--- src/rtl/ifmap_pkg.sv ---
// Shared types and defaults for the ifmap input path.
// No logic; chaining state encoding and width helpers only.
// No flow control of its own.
package ifmap_pkg;

    typedef enum logic [1:0] {
        IDLE = 2'd0,
        FILL = 2'd1,
        DONE = 2'd2
    } chain_state_t;

    localparam int DEF_IN_WIDTH  = 16;
    localparam int DEF_MAX_COUNT = 4;

    function automatic int chain_out_width(input int in_width, input int max_count);
        return in_width * max_count;
    endfunction

endpackage

--- src/rtl/chain_counter.sv ---
// Chain position counter with a saturated, never-zero chain length register.
// Registered count; terminal flag is combinational from the current count.
// No flow control; inc is ignored once the count reaches MAX_COUNT.
module chain_counter #(
    parameter int MAX_COUNT = 4,
    parameter int CNT_WIDTH = 3
) (
    input  logic                 clk,
    input  logic                 rst_n,
    input  logic                 clr,
    input  logic                 load,
    input  logic [CNT_WIDTH-1:0] load_val,
    input  logic                 inc,
    output logic [CNT_WIDTH-1:0] cnt,
    output logic                 terminal
);

    localparam logic [CNT_WIDTH-1:0] MAX_C = CNT_WIDTH'(MAX_COUNT);

    logic [CNT_WIDTH-1:0] cfg_q;
    logic [CNT_WIDTH-1:0] load_sat;

    // A zero-length chain would never terminate, so it is treated as one word.
    always_comb begin
        load_sat = load_val;
        if (load_val == '0) begin
            load_sat = CNT_WIDTH'(1);
        end else if (load_val > MAX_C) begin
            load_sat = MAX_C;
        end
    end

    always_ff @(posedge clk or negedge rst_n) begin
        if (!rst_n) begin
            cnt   <= '0;
            cfg_q <= MAX_C;
        end else if (load) begin
            cfg_q <= load_sat;
            cnt   <= '0;
        end else if (clr) begin
            cnt <= '0;
        end else if (inc && (cnt != MAX_C)) begin
            cnt <= cnt + CNT_WIDTH'(1);
        end
    end

    assign terminal = (cnt == (cfg_q - CNT_WIDTH'(1)));

endmodule

--- src/rtl/ifmap_input_chaining.sv ---
// Packs cfg narrow ifmap words into one wide word for the write-address generator.
// out_valid pulses one cycle after the last accept; out_data holds until the next chain.
// in_ready drops once a chain is complete until the FSM clears it with rst_n_chaining.
module ifmap_input_chaining
    import ifmap_pkg::*;
#(
    parameter int IN_WIDTH  = DEF_IN_WIDTH,
    parameter int MAX_COUNT = DEF_MAX_COUNT,
    parameter int CNT_WIDTH = 3,
    localparam int OUT_WIDTH = chain_out_width(IN_WIDTH, MAX_COUNT)
) (
    input  logic                 clk,
    input  logic                 rst_n,
    input  logic                 rst_n_chaining,
    input  logic                 config_enable,
    input  logic [CNT_WIDTH-1:0] config_count,
    input  logic                 en_input_chaining,
    input  logic [IN_WIDTH-1:0]  in_data,
    input  logic                 in_valid,
    output logic                 in_ready,
    output logic [OUT_WIDTH-1:0] out_data,
    output logic                 out_valid,
    output logic                 chaining_last_one
);

    chain_state_t state_q, state_d;

    logic [CNT_WIDTH-1:0] cnt;
    logic                 terminal;
    logic                 accept;
    logic                 complete;
    logic [OUT_WIDTH-1:0] pack_q;
    logic [OUT_WIDTH-1:0] pack_merge;

    assign accept            = in_valid && in_ready;
    assign chaining_last_one = accept && terminal;
    // A concurrent chain clear or reconfigure discards the word, so no pulse.
    assign complete          = chaining_last_one && rst_n_chaining && !config_enable;

    chain_counter #(
        .MAX_COUNT (MAX_COUNT),
        .CNT_WIDTH (CNT_WIDTH)
    ) u_chain_counter (
        .clk      (clk),
        .rst_n    (rst_n),
        .clr      (!rst_n_chaining),
        .load     (config_enable),
        .load_val (config_count),
        .inc      (accept),
        .cnt      (cnt),
        .terminal (terminal)
    );

    always_ff @(posedge clk or negedge rst_n) begin
        if (!rst_n) begin
            state_q <= IDLE;
        end else begin
            state_q <= state_d;
        end
    end

    always_comb begin
        state_d = state_q;
        unique case (state_q)
            IDLE: begin
                if (config_enable) state_d = FILL;
            end
            FILL: begin
                if (complete) state_d = DONE;
            end
            DONE: begin
                if (config_enable || !rst_n_chaining) state_d = FILL;
            end
            default: state_d = IDLE;
        endcase
        if (config_enable) state_d = FILL;
    end

    always_comb begin
        in_ready = (state_q == FILL) && en_input_chaining;
    end

    always_comb begin
        pack_merge = pack_q;
        for (int i = 0; i < MAX_COUNT; i++) begin
            if (cnt == CNT_WIDTH'(i)) begin
                pack_merge[i*IN_WIDTH +: IN_WIDTH] = in_data;
            end
        end
    end

    always_ff @(posedge clk or negedge rst_n) begin
        if (!rst_n) begin
            pack_q <= '0;
        end else if (config_enable || !rst_n_chaining) begin
            pack_q <= '0;
        end else if (accept) begin
            pack_q <= pack_merge;
        end
    end

    always_ff @(posedge clk or negedge rst_n) begin
        if (!rst_n) begin
            out_data  <= '0;
            out_valid <= 1'b0;
        end else begin
            out_valid <= complete;
            if (complete) begin
                out_data <= pack_merge;
            end
        end
    end

endmodule

--- config.mk ---
export PLATFORM = sky130hd
export DESIGN_NAME = ifmap_input_chaining
export DESIGN_NICKNAME = d
export VERILOG_FILES = /design/src/rtl/ifmap_pkg.sv /design/src/rtl/chain_counter.sv /design/src/rtl/ifmap_input_chaining.sv
export SDC_FILE = /design/constraint.sdc
export NUM_CORES = 1
export LEC_CHECK = 0
export CAP_MARGIN = 20
export CORE_MARGIN = 4
export CORE_UTILIZATION = 30
export CTS_CLUSTER_DIAMETER = 80
export DETAILED_ROUTE_END_ITERATION = 7
export GPL_TIMING_DRIVEN = 0
export SLEW_MARGIN = 15
export SYNTH_ARGS = -nofsm -noshare
export SYNTH_HDL_FRONTEND = slang
export SYNTH_SLANG_ARGS = --single-unit
--- constraint.sdc ---
create_clock -name clk -period 2.15 [get_ports clk]
set_input_delay 0.43 -clock clk [delete_from_list [all_inputs] [get_ports clk]]
set_output_delay 0.43 -clock clk [all_outputs]
set_load 0.1 [all_outputs]
==> flow_metrics.py <==
metrics = {
    "detailed_routing": {
        "wire_per_inst_um": 16.63,
        "vias_per_cell": 4.556,
        "dr.pass1.iters": 4,
        "vias": 4292,
        "drcViolationCount": 0,
        "wl_mm": 15.66,
        "drtIter0Drc": 208,
        "postRouteAntennaNets": 0,
    },
    "global_route": {
        "grt_overflow": 0,
        "grtUsageTotal": 0.1357,
        "grt_pass1_vias": 4444,
        "grt_max_degree": 82,
        "antenna_found_initial": 0,
        "grt_pass1_wl_mm": 25.28,
    },
    "synthesis": {
        "syn-num-nets": 575,
        "avgSynthCellArea_sq_um": 11.76,
        "syn-cell-area_sq_mm": 0.006400,
        "yosysMostFrequentCell": "dfrtp_1",
        "synth_top_area_cell": "dfrtp_1",
        "yosys_most_used_dff": "dfrtp_1",
        "synth.top_cell.area_share": 0.5318,
        "ys_ff_latch": 137,
        "synthCells": 544,
        "ys_top_cells_by_area": "dfrtp_1 (53%), mux2_2 (14%), mux2_4 (11%)",
        "synth-edff-count": 0,
        "synthTopCellsByCount": "dfrtp_1 (136), nand2_1 (133), mux2_2 (80)",
        "ys_async_sr_fraction": 1.000,
        "synth.distinct_cells": 28,
        "synth_warnings": 0,
        "yosysSeqAreaShare": 0.5359,
    },
    "cells_and_area": {
        "area_growth_pct": 29.93,
        "utilization": 0.3956,
        "nets": 685,
        "instances_no_fill": 942,
        "antenna_cells": 0,
        "fin_area_sq_mm": 0.008315,
        "drive_above_1_share": 0.2939,
    },
    "clock_network": {
        "clkTransAtPathRegs_ps": 60,
        "cts_root_buf": "clkbuf_16",
        "cts_buffers": 17,
        "clock_path_buffers": 2,
        "clock_latency_ps": 420,
        "cts_tree": "done",
        "htreeDepth": 4,
        "cts.sinks": 137,
    },
    "sta": {
        "tns_ps": -14.02,
        "fin_skew_ps": 6.697,
        "setup_viol": 1,
        "finalMaxSlewViolations": 0,
        "fin_crit_sh": 1.007,
        "period_needed_ps": 2164,
        "slew_headroom": 0.3381,
        "fin_ws_ps": -14.02,
        "tightest_slew_ps": 996.9,
        "hold_viol": 0,
        "fmax_mhz": 462.1,
        "hold_slack_ps": 502.8,
        "rsz0062_at_grt": "true",
    },
    "status": {
        "violations": "negative setup slack",
        "outcome": "complete, but fails checks",
    },
    "die": {
        "dieArea_sq_mm": 0.02373,
        "die_w_um": 154.1,
        "core_area_sq_mm": 0.02102,
        "start_util": 0.3044,
        "fp-row-count": 53,
        "fp.dieH_um": 154.1,
        "io_pins": 92,
    },
    "power_and_ir_drop": {
        "leakagePower_nw": 3.920,
        "vdd_ir_drop_max_mv": 0.3970,
        "p_per_area_mw_per_mm2": 790.6,
    },
    "run": {
        "maxCapViolations": 0,
    },
    "placed_design": {
        "placed_area_sq_mm": 0.007687,
        "io_buffers": 91,
        "dpl.cell_count": 911,
        "dp_hpwl_mm": 10.98,
        "place_congestion": 0.7659,
    },
    "min_path": {
        "hold_path_class": "reg -> reg",
    },
    "worst_setup_path": {
        "critPathRequiredTime_ps": 1720,
        "path_class": "in -> out",
        "arrival_ps": 1730,
        "cp-start-kind": "input pin",
        "crit_path_max_fanout": 8,
        "crit_path_end_kind": "primary output",
    },
}
==> cell families (layout without fill, tap and decap cells) <==
| family | after synthesis | after routing | share of synthesized area |
|---|---|---|---|
| AO/OA/AOI/OAI | 73 | 73 | 0.05807 |
| XOR/XNOR | 4 | 4 | 0.007625 |
| adder cells (fa/ha/maj) | 6 | 6 | 0.01173 |
| buffers and inverters | 42 | 165 | 0.03323 |
| flip-flops | 137 | 137 | 0.5359 |
| multiplexers | 130 | 130 | 0.2573 |
| AND/OR/NAND/NOR | 152 | 152 | 0.09619 |
==> final cells by class <==
| class | instances | area (sq um) |
|---|---|---|
| buffer | 31 | 210.2 |
| clock buffer | 21 | 450.4 |
| clock inverter | 11 | 147.6 |
| fill | 2046 | 12710 |
| inverter | 8 | 30.03 |
| multi-input combinational | 365 | 2804 |
| sequential | 137 | 3433 |
| tap | 275 | 344.1 |
| timing repair buffer | 94 | 895.9 |
==> cell usage in the layout, fill, tap and decap left out, drive strengths merged, types with 5 or more instances in the layout <==
cell             n
a21oi           69
buf             15
clkbuf          41
clkdlybuf4s15    5
clkdlybuf4s50   23
dfrtp          136
dlygate4sd2     60
ha               6
inv              8
mux2           129
nand2          133
nand2b           5
nor2             5
==> state kept, by name, summed over array words and instances (netlist names) <==
register and flops:
out_data 64, pack_q 64, u_chain_counter.cfg_q 3, u_chain_counter.cnt 3, state_q 2, out_valid 1
==> worst paths after layout <==
path | start | to | slack [ps] | cells past startpoint
setup / recovery | en_input_chaining | chaining_last_one | -10 | 6
hold reg to reg | out_data[9] | out_data[9] | 500 | 1
hold / removal | out_data[9] | out_data[9] | 500 | 1
min in group asynchronous | rst_n | out_data[35] | 530 | 2
setup reg to reg | u_chain_counter.cnt[2] | out_data[19] | 90 | 6
max in group asynchronous | rst_n | u_chain_counter.cfg_q[2] | 840 | 3
==> repair_timing <==
action,4_1_cts,5_1_grt
setup endpoints to repair,126,106
hold buffers,1,0
resized for setup,87,29
hold endpoints to repair,56,0
pin swaps,0,1
setup buffers,0,1
==> metal layers <==
metal	global-route usage	vias up	share of wire
li1	-	2064	-
met2	0.2030	94	0.45
met3	0.05235	17	0.065
met5	0	-	0
met4	0.03406	0	0.011
met1	0.1855	2117	0.47
==> stage by stage <==
stage          power (W)  worst slack [ps]
2_1_floorplan   0.003354             120.6
3_3_place_gp    0.003687             -5150
3_5_place_dp    0.003692            -996.5
4_1_cts         0.006636            -124.0
5_1_grt         0.006831            -77.78
6_report        0.006575            -14.02
==> worst max-delay path, cell delays in order <==
cell             delay, ps
clkdlybuf4s50_1        500
and4b_1                190
clkbuf_4               190
nand4_4                140
inv_2                  100
buf_12                 170
==> power breakdown <==
part	switching (W)	total, W	internal, W
Clock	0.00110	0.00296	0.00185
Combinational	0.000699	0.000931	0.000232
Sequential	0.0000364	0.00269	0.00265
(Power assumes the default switching activity.)
